--- src/rtl/scurve_multi_channel_if.sv ---
// Readout handshake bundle for the s-curve scanner.
// Master presents one channel count per transfer.
interface scurve_multi_channel_if #(
  parameter int CH_W  = 2,
  parameter int CNT_W = 16
);
  logic             Rd_Valid;
  logic             Rd_Ready;
  logic [CH_W-1:0]  Rd_Channel;
  logic [CNT_W-1:0] Rd_Data;

  modport master (
    output Rd_Valid, Rd_Channel, Rd_Data,
    input  Rd_Ready
  );

  modport slave (
    input  Rd_Valid, Rd_Channel, Rd_Data,
    output Rd_Ready
  );
endinterface

--- src/rtl/scurve_multi_channel.sv ---
// Multi-channel s-curve scanner: counts injected pulses and
// per-channel trigger responses, then reads the counts out.
module scurve_multi_channel #(
  parameter int CH_NUM = 4,
  parameter int CNT_W  = 16,
  parameter int DLY_W  = 4
) (
  input  logic              Clk,
  input  logic              reset_n,
  input  logic              Test_Start,
  input  logic              Mode,
  input  logic              CLK_EXT,
  input  logic [CH_NUM-1:0] Trigger,
  input  logic [CH_NUM-1:0] ChannelMask,
  input  logic [CNT_W-1:0]  CPT_MAX,
  input  logic [DLY_W-1:0]  TriggerDelay,
  output logic [CNT_W-1:0]  CPT_PULSE,
  output logic              Busy,
  output logic              CPT_DONE,
  scurve_multi_channel_if.master rd
);
  localparam int CH_W  = (CH_NUM > 1) ? $clog2(CH_NUM) : 1;
  localparam int DEPTH = (2 ** DLY_W) - 1;
  localparam logic [CH_W-1:0] LAST = CH_W'(CH_NUM - 1);

  typedef enum logic [1:0] {
    IDLE, COUNT, READOUT, DONE
  } state_t;

  state_t state;

  logic [1:0]                    ext_s;
  logic [CH_NUM-1:0]             trg_s1, trg_s2;
  logic [DEPTH-1:0]              ext_line;
  logic [DEPTH-1:0][CH_NUM-1:0]  trg_line;
  logic                          ext_tap, ext_prev;
  logic [CH_NUM-1:0]             trg_tap, trg_prev;
  logic [DLY_W-1:0]              dsel;
  logic                          ext_rise, ext_fall;
  logic [CH_NUM-1:0]             evt, hit, armed, arm_nxt;
  logic                          counting, start;
  logic [CNT_W-1:0]              cnt [CH_NUM];
  logic [CH_W-1:0]               nxt_ch;

  // Synchronizers and delay lines; the strobe is delayed
  // with the triggers so windows stay aligned to them.
  always_ff @(posedge Clk or negedge reset_n) begin
    if (!reset_n) begin
      ext_s    <= '0;
      trg_s1   <= '1;
      trg_s2   <= '1;
      ext_line <= '0;
      trg_line <= '1;
      ext_prev <= 1'b0;
      trg_prev <= '1;
    end else begin
      ext_s       <= {ext_s[0], CLK_EXT};
      trg_s1      <= Trigger;
      trg_s2      <= trg_s1;
      ext_line[0] <= ext_s[1];
      trg_line[0] <= trg_s2;
      for (int i = 1; i < DEPTH; i++) begin
        ext_line[i] <= ext_line[i-1];
        trg_line[i] <= trg_line[i-1];
      end
      ext_prev <= ext_tap;
      trg_prev <= trg_tap;
    end
  end

  // Delay tap select, edge flags and per-channel count enables.
  always_comb begin
    dsel    = TriggerDelay - DLY_W'(1);
    ext_tap = ext_s[1];
    trg_tap = trg_s2;
    if (TriggerDelay != '0) begin
      ext_tap = ext_line[dsel];
      trg_tap = trg_line[dsel];
    end
    ext_rise = ext_tap & ~ext_prev;
    ext_fall = ~ext_tap & ext_prev;
    evt      = trg_prev & ~trg_tap;
    counting = (state == COUNT);
    start    = (state == IDLE) & Test_Start;
    hit      = {CH_NUM{counting}} & ChannelMask & evt
             & (Mode ? armed : {CH_NUM{1'b1}});
    arm_nxt  = (armed | {CH_NUM{ext_rise}})
             & ~{CH_NUM{ext_fall}} & ~hit;
    nxt_ch   = rd.Rd_Channel + CH_W'(1);
  end

  // Pulse counter, saturating trigger counters, armed flags.
  always_ff @(posedge Clk or negedge reset_n) begin
    if (!reset_n) begin
      CPT_PULSE <= '0;
      armed     <= '0;
      for (int c = 0; c < CH_NUM; c++) cnt[c] <= '0;
    end else if (start) begin
      CPT_PULSE <= '0;
      armed     <= '0;
      for (int c = 0; c < CH_NUM; c++) cnt[c] <= '0;
    end else begin
      if (counting && ext_rise && CPT_PULSE != '1)
        CPT_PULSE <= CPT_PULSE + CNT_W'(1);
      armed <= arm_nxt;
      for (int c = 0; c < CH_NUM; c++)
        if (hit[c] && cnt[c] != '1)
          cnt[c] <= cnt[c] + CNT_W'(1);
    end
  end

  // Test sequencing and readout handshake.
  always_ff @(posedge Clk or negedge reset_n) begin
    if (!reset_n) begin
      state         <= IDLE;
      Busy          <= 1'b0;
      CPT_DONE      <= 1'b0;
      rd.Rd_Valid   <= 1'b0;
      rd.Rd_Channel <= '0;
      rd.Rd_Data    <= '0;
    end else begin
      unique case (state)
        IDLE: if (Test_Start) begin
          state         <= COUNT;
          Busy          <= 1'b1;
          rd.Rd_Channel <= '0;
          rd.Rd_Data    <= '0;
        end
        COUNT: if (!Test_Start) begin
          state <= IDLE;
          Busy  <= 1'b0;
        end else if (ext_fall && CPT_PULSE >= CPT_MAX) begin
          state <= READOUT;
        end
        READOUT: if (!Test_Start) begin
          state       <= IDLE;
          Busy        <= 1'b0;
          rd.Rd_Valid <= 1'b0;
        end else if (!rd.Rd_Valid) begin
          rd.Rd_Valid <= 1'b1;
          rd.Rd_Data  <= cnt[rd.Rd_Channel];
        end else if (rd.Rd_Ready) begin
          if (rd.Rd_Channel == LAST) begin
            state       <= DONE;
            Busy        <= 1'b0;
            CPT_DONE    <= 1'b1;
            rd.Rd_Valid <= 1'b0;
          end else begin
            rd.Rd_Channel <= nxt_ch;
            rd.Rd_Data    <= cnt[nxt_ch];
          end
        end
        DONE: if (!Test_Start) begin
          state    <= IDLE;
          CPT_DONE <= 1'b0;
        end
        default: state <= IDLE;
      endcase
    end
  end
endmodule

--- src/flat_wrapper.sv ---
// flat-port wrapper written by rule: the top's interface ports become plain ports
module scurve_multi_channel_flat 
#(
  parameter int CH_NUM = 4,
  parameter int CNT_W  = 16,
  parameter int DLY_W  = 4
)
  (Clk, reset_n, Test_Start, Mode, CLK_EXT, Trigger, ChannelMask, CPT_MAX, TriggerDelay, CPT_PULSE, Busy, CPT_DONE, rd_Rd_Valid, rd_Rd_Channel, rd_Rd_Data, rd_Rd_Ready);
  scurve_multi_channel_if #(.CH_W(2), .CNT_W(CNT_W)) rd_i ();
  input  logic Clk;
  input  logic reset_n;
  input  logic Test_Start;
  input  logic Mode;
  input  logic CLK_EXT;
  input  logic [CH_NUM-1:0] Trigger;
  input  logic [CH_NUM-1:0] ChannelMask;
  input  logic [CNT_W-1:0] CPT_MAX;
  input  logic [DLY_W-1:0] TriggerDelay;
  output logic [CNT_W-1:0] CPT_PULSE;
  output logic Busy;
  output logic CPT_DONE;
  output wire logic [$bits(rd_i.Rd_Valid)-1:0] rd_Rd_Valid;
  output wire logic [$bits(rd_i.Rd_Channel)-1:0] rd_Rd_Channel;
  output wire logic [$bits(rd_i.Rd_Data)-1:0] rd_Rd_Data;
  input wire logic [$bits(rd_i.Rd_Ready)-1:0] rd_Rd_Ready;
  assign rd_Rd_Valid = rd_i.Rd_Valid;
  assign rd_Rd_Channel = rd_i.Rd_Channel;
  assign rd_Rd_Data = rd_i.Rd_Data;
  assign rd_i.Rd_Ready = rd_Rd_Ready;
  scurve_multi_channel #(.CH_NUM(CH_NUM), .CNT_W(CNT_W), .DLY_W(DLY_W)) u_core (.Clk(Clk), .reset_n(reset_n), .Test_Start(Test_Start), .Mode(Mode), .CLK_EXT(CLK_EXT), .Trigger(Trigger), .ChannelMask(ChannelMask), .CPT_MAX(CPT_MAX), .TriggerDelay(TriggerDelay), .CPT_PULSE(CPT_PULSE), .Busy(Busy), .CPT_DONE(CPT_DONE), .rd(rd_i));
endmodule
--- config.mk ---
export PLATFORM = sky130hd
export DESIGN_NAME = scurve_multi_channel_flat
export DESIGN_NICKNAME = d
export VERILOG_FILES = /design/src/rtl/scurve_multi_channel_if.sv /design/src/rtl/scurve_multi_channel.sv /design/src/flat_wrapper.sv
export SDC_FILE = /design/constraint.sdc
export NUM_CORES = 1
export LEC_CHECK = 0
export CAP_MARGIN = 20
export CORE_MARGIN = 3
export CORE_UTILIZATION = 45
export CTS_BUF_LIST = sky130_fd_sc_hd__clkbuf_16
export DETAILED_ROUTE_END_ITERATION = 10
export DONT_BUFFER_PORTS = 1
export SYNTH_ARGS = -nofsm -noshare
export SYNTH_HDL_FRONTEND = slang
export SYNTH_SLANG_ARGS = --single-unit
--- constraint.sdc ---
create_clock -name Clk -period 4.2 [get_ports Clk]
set_input_delay 0.84 -clock Clk [delete_from_list [all_inputs] [get_ports Clk]]
set_output_delay 0.84 -clock Clk [all_outputs]
set_load 0.03 [all_outputs]
Yosys cells after proc, flatten, opt, wreduce, memory -nomap -nowiden. Index checks and enable logic that the tools add are counted.

Bits in registers: 197. Word-level logic and storage cells: 164. Output and inout port bits: 37.

Equality and inequality tests: 23. Bitwise operators: 17. Mux-type cells: 58. Add/sub/neg operators: 7. Reduce and logical (&&, ||, !) cells: 22. Magnitude comparators: 4.

Operators with widths (number): 16-bit two-way mux (15); 16-bit by 1-bit adder with 16-bit output, second input constant (5); 16-bit != test, second input constant (5); 16-bit binary-select mux with 2-bit select (2); 64-bit two-way mux (1); 16-bit one-hot mux with 2 select lines (1); 2-bit two-way mux (13); 4-bit AND (6); 6-bit AND reduction (4); 4-bit binary-select mux with 4-bit select (1); 16-bit greater-or-equal comparator (1); 1-bit two-way mux (16); 4-bit two-way mux (4); 2-bit nonzero test (7); 2-bit != test, second input constant (6); 3-bit != test, second input constant (4); 4-bit inverter (3); 2-bit one-hot mux with 4 select lines (1); 1-bit logical AND (7); 2-bit == test, second input constant (3); 3-bit greater-or-equal comparator, second input constant (2); 3-bit by 2-bit != test with 1-bit output, second input constant (2); 2-bit inverter with 3-bit output (2); 4-bit by 5-bit less-than comparator with 1-bit output, second input constant (1); other kinds (15) (19).

Depth between registers and ports, before layout.
Word-level depth: 11. Depth in mapped cells: 15. Depth with buffers taken out: 9.

Worst setup path after synthesis. OpenSTA, ideal clock, no wires.

Path type: input port to flip-flop. Start point: input port TriggerDelay[0]. End point: register u_core.CPT_PULSE[1]. Library setup time: 0.078 ns. Setup slack: 0.308 ns. Cell stages on the path: 15. Data arrival time: 3.814 ns. Cell sequence: buf_6 buf_2 buf_2 inv_1 ha_1 buf_2 buf_2 mux2_2 nand3_1 nand3_1 o21ai_1 clkbuf_1 clkbuf_1 o21ai_0 a21oi_1.

Cells in the longest elaborated chain, start to end: 8. Elaborated cells on any way between the ends: 9.

RTL lines: start, declared (line flat_wrapper.sv:18) `input logic [DLY_W-1:0] TriggerDelay;`; 4-bit by 1-bit subtractor with 4-bit output (line scurve_multi_channel.sv:73) `dsel = TriggerDelay - DLY_W'(1);`; 1-bit binary-select mux with 4-bit select (line scurve_multi_channel.sv:77) `ext_tap = ext_line[dsel];`; 1-bit two-way mux (not written as such) (line scurve_multi_channel.sv:77); 1-bit two-way mux (*) (line scurve_multi_channel.sv:76) `if (TriggerDelay != '0) begin`; 1-bit AND (*) (line scurve_multi_channel.sv:80) `ext_rise = ext_tap & ~ext_prev;`; 1-bit logical AND (*) (2 in series) (line scurve_multi_channel.sv:103) `if (counting && ext_rise && CPT_PULSE != '1)`; 2-bit nonzero test (no line) (*); end signal, assigned (line scurve_multi_channel.sv:104) `CPT_PULSE <= CPT_PULSE + CNT_W'(1);`; end, declared (line scurve_multi_channel.sv:17) `output logic [CNT_W-1:0] CPT_PULSE,`.

Mark *: on every way between the ends. The rest lies on a longest branch, timed or not. The select of a mux whose other input is x is not followed. A chain may end at the register's enable or synchronous reset.

Worst setup path in the final report.
Start point: input port TriggerDelay[0]. End point: register u_core.cnt[51] in the netlist's numbering.

Cells in the longest elaborated chain, start to end: 10. Elaborated cells on any way between the ends: 11.

RTL lines: 4-bit by 1-bit subtractor with 4-bit output (line scurve_multi_channel.sv:73); 4-bit binary-select mux with 4-bit select (line scurve_multi_channel.sv:78) `trg_tap = trg_line[dsel];`; 4-bit two-way mux (not written as such) (line scurve_multi_channel.sv:78); 4-bit two-way mux (*) (line scurve_multi_channel.sv:76); 4-bit inverter (*) (line scurve_multi_channel.sv:82) `evt = trg_prev & ~trg_tap;`; 4-bit AND (*) (line scurve_multi_channel.sv:82); 4-bit AND (*) (line scurve_multi_channel.sv:85) `hit = {CH_NUM{counting}} & ChannelMask & evt`; 4-bit AND (*) (line scurve_multi_channel.sv:86) `& (Mode ? armed : {CH_NUM{1'b1}});`; 1-bit logical AND (*) (line scurve_multi_channel.sv:107) `if (hit[c] && cnt[c] != '1)`; 2-bit nonzero test (no line) (*); end signal, assigned by index (line scurve_multi_channel.sv:108) `cnt[c] <= cnt[c] + CNT_W'(1);`; end, declared (line scurve_multi_channel.sv:42) `logic [CNT_W-1:0] cnt [CH_NUM];`.

Marks and branches as above.

==> impl_summary.md <==
GRT
The total routing usage reported by global routing is 0.194. The wire length of the first global-routing pass is 38,300 um. The number of antenna violations at the first check in global routing is 0.

Summed over all layers, the global routing overflow is 0. The via count of the first global-routing pass is 7,128. The largest net degree at the start of global routing is 198.

Timing
Based on the critical path, the design can be clocked at up to 0.317 GHz. Setup slack on the critical path of the routed design comes to 1050 ps. Setup repair after global routing left no endpoint under its margin.

Of the available clock period, the critical path in the final layout requires 0.751. The worst slew margin relative to its limit is 0.298. For the finished layout, the period the worst path requires is 3150 ps. For the final database, setup skew stands at 15.4 ps. Setup violations remaining at the end of the flow were counted as 0. The count of final max-slew check failures is 0. The hold violation count in the final report is 0.

For the pin with the worst max-slew slack, the measured transition is 1050 ps. The aggregate negative setup slack is 0 ps.

Clocking
Once the clock tree was built, the setup fixing pass inserted 0 buffers. The count of cells resized by post-cts repair is 0. The clock passes through at most 2 buffers.

TritonCTS created 17 clock buffers. Clock tree synthesis selected as its root buffer the cell sky130_fd_sc_hd__clkbuf_16. TritonCTS built the clock tree. The clock latency of the later-clocked register in the worst-skew pair is 450 ps. The number of levels the H-tree was split into is 4.

The clock-pin slew reported for the worst setup and hold paths after clock tree synthesis is 80 ps. The tree built by TritonCTS fans out to 197 sinks. The number of hold-repair buffers added at the cts stage is 0.

Synth
The number of different library cells in the post-synthesis netlist is 56. The sequential fraction of the synthesis area is 0.493. The synthesized netlist occupies a cell area of 10,200 um2. Of all flip-flops after synthesis, the portion carrying an async set or reset was 1.00. For this run, the number of Yosys warnings is 0. The most used flip-flop cell after synthesis is sky130_fd_sc_hd__dfrtp_1. When the netlist entered floorplanning its net count stood at 992. The dominant cell by count in the synthesized netlist is sky130_fd_sc_hd__dfrtp_1.

The proportion of netlist area held by the largest area contributor is 0.307. By area the synthesized netlist is led by sky130_fd_sc_hd__dfrtp_1, sky130_fd_sc_hd__dfstp_2, sky130_fd_sc_hd__mux4_2. The biggest area contributor in the post-synthesis netlist is sky130_fd_sc_hd__dfrtp_1.

The synthesized instance count is 930. In this run, synthesis inferred 0 flip-flops with an integrated enable. By count the netlist is led by sky130_fd_sc_hd__dfrtp_1, sky130_fd_sc_hd__a21oi_1, sky130_fd_sc_hd__dfstp_2, sky130_fd_sc_hd__nand2_1, sky130_fd_sc_hd__nand3_1. The register bit total from synthesis is 197. A synthesized cell averages 10.9 um2.

Place
At the end of routability-driven placement, the weighted congestion stood at 0.798. The port buffer count is 0. The final HPWL from detailed placement is 15,900 um. The worst slack after detailed placement is 489 ps.

Worst setup path
The startpoint identified for the worst register-to-register timing path is u_core.CPT_PULSE[3]$_DFFE_PN0P_. STA classifies the critical path endpoint as a register. The cell class contributing the biggest share of worst-path delay is compound AO/OA/AOI/OAI gates. On the critical path, the stage with the largest delay is an instance of sky130_fd_sc_hd__a211o_1. The critical path starts at TriggerDelay[0].

The kind of critical path is in2reg. The largest stage delay on the critical path is 550 ps. The critical path goes through inv_1, ha_1, buf_4, mux2_2, a222oi_1, o21ai_1, a211o_1, buf_4, or3_1, a21oi_1. The worst register-to-register path has a depth of 6. The cell count along the critical path is 10. In this run the critical register-to-register path is captured at u_core.CPT_PULSE[9]$_DFFE_PN0P_. The required time at the worst-slack endpoint is 4560 ps. The most numerous cell type found on the critical path is sky130_fd_sc_hd__buf_4. Along the worst path, the maximum fanout reaches 26. In this run the worst setup path terminates at u_core.cnt[51]$_DFFE_PN0P_. The critical path data arrival time is 3510 ps. The reg2reg setup slack is 1230 ps. The number of buffers and inverters on the critical path is 3. The type of element launching the critical path is a primary input.

Layout
The number of antenna diodes in the final layout is 0. Compared with the post-synthesis result, the final layout area differs by 9.24%. At the end of the flow, the number of nets in the layout was 973. In the final layout, the share of cells above drive strength 1 is 0.203.

Floorplanning
In this run the horizontal extent of the chip is 156 um. The initialized floorplan defines 54 standard-cell rows. The placeable core region is 22,000 um2. The floorplan step defined a die boundary enclosing 24,500 um2.

The number of primary I/O pins is 71. Measured along the y axis, the die boundary spans 156 um. For this configuration, the core starts out at a cell density of 0.462.

Job
The number of maximum-capacitance constraint violations is 0.

Detailed routing
In the routed layout, each cell is associated on average with a via count of 6.25. The routed layout has 7,520 vias. The detailed router's first-iteration violation count is 634. The first detailed-routing pass ran for 6 iterations. The final layout contains routed wiring with a total length of 23,100 um.

The remaining number of nets flagged by the antenna check after routing is 0. Dividing the detail-routed wire length by the instance count gives 19.2 um. For this run, design rule violations remaining after detail routing come to 0.

Power
The sequential fraction of design power is 0.449. The leakage power figure is 4.42 nW. The net switching fraction of the power is 0.327.

The switching component of the power is 1.61 mW. The internal power is 3.31 mW. Power spread over the standard cell area amounts to 442 nW/um2.

VDD sags by at most 291 uV. Of the total power, combinational logic draws 0.190. The proportion of power drawn by the clock network is 0.361.

Hold path
The class of the most critical hold timing path is in2async.

Outcome
The run finished with clean final reports.
[state kept, by name, indices dropped and copies added (netlist names)]
signal and count:
u_core.ext_s 2, u_core.trg_line 60, u_core.rd.Rd_Channel 2, u_core.rd.Rd_Valid 1, u_core.trg_s2 4, u_core.ext_line 15, u_core.trg_s1 4, u_core.state 2
u_core.trg_prev 4, u_core.rd.Rd_Data 16, u_core.cnt 64, u_core.ext_prev 1, u_core.CPT_DONE 1, u_core.Busy 1, u_core.armed 4, u_core.CPT_PULSE 16
[placed cells by master, fill, tap and decap left out, drive strengths merged, types with 7 or more instances in the layout]
master,netlist,layout
dfrtp,125,125
a21oi,74,74
nand2,72,72
dfstp,72,72
nand3,56,56
o21ai,51,51
or4,49,49
inv,38,49
o31ai,44,44
mux4,42,42
mux2i,28,28
ha,28,28
nor2,20,20
nand4,20,20
or3,20,20
buf,20,20
clkbuf,39,18
and3,17,17
nor3,13,13
o211ai,8,8
a31oi,8,8
o21a,7,7
[worst min-delay path by stage]
stage	from	depth (start not counted)	to
4_1_cts	reset_n	0	u_core.cnt[42]$_DFFE_PN0P_
5_1_grt	reset_n	0	u_core.cnt[44]$_DFFE_PN0P_
2_1_floorplan	u_core.ext_s[0]$_DFF_PN0_	0	u_core.ext_s[1]$_DFF_PN0_
6_report	reset_n	0	u_core.cnt[42]$_DFFE_PN0P_
3_3_place_gp	u_core.ext_s[0]$_DFF_PN0_	0	u_core.ext_s[1]$_DFF_PN0_
3_5_place_dp	u_core.ext_s[0]$_DFF_PN0_	0	u_core.ext_s[1]$_DFF_PN0_
[layer usage]
layer,vias up,part of all wire,wire (um),global-route usage
met3,28,0.042,968,0.0293
met2,161,0.46,10700,0.299
met4,0,0.019,428,0.0617
li1,3515,-,-,-
met1,3816,0.48,11000,0.285
met5,-,0,0,0
[per-stage QoR]
stage                     hold WS [ps]  power (mW)  instance area (um2)   util  std cells
final                             86.0        4.92                11100  0.505       1204
after global routing              71.4        5.16                11100  0.505       1204
after CTS                         72.2        4.97                11100  0.503       1201
after detailed placement           336        3.18                10400  0.474       1169
after global placement             333        3.17                10400  0.474       1169
after floorplan                    331        2.97                10200      -        930
[layout make-up]
cell class | count | area (um2)
Inverter | 38 | 143
Fill cell | 1931 | 10900
Sequential cell | 197 | 5020
Timing Repair Buffer | 21 | 169
Clock inverter | 15 | 225
Tap cell | 280 | 350
Multi-Input combinational cell | 636 | 4790
Clock buffer | 17 | 425
[cells by family (layout without fill, tap and decap cells)]
kind of cell             after synthesis  count (layout)  share of synthesized area
AND/OR/NAND/NOR                      291             291                      0.155
AO/OA/AOI/OAI                        235             235                      0.147
flip-flops                           197             197                      0.493
buffers and inverters                 97              91                     0.0383
multiplexers                          75              75                      0.126
adder cells (fa/ha/maj)               32              32                     0.0383
XOR/XNOR                               3               3                    0.00258
[power groups by stage]
| stage | combinational (mW) | clock (mW) | sequential, mW |
|---|---|---|---|
| 3_3_place_gp | 0.928 | 0 | 2.24 |
| 6_report | 0.933 | 1.78 | 2.21 |
| 3_5_place_dp | 0.937 | 0 | 2.24 |
| 5_1_grt | 1.04 | 1.89 | 2.23 |
| 2_1_floorplan | 0.757 | 0 | 2.21 |
| 4_1_cts | 0.939 | 1.82 | 2.21 |
(Power assumes the default switching activity.)
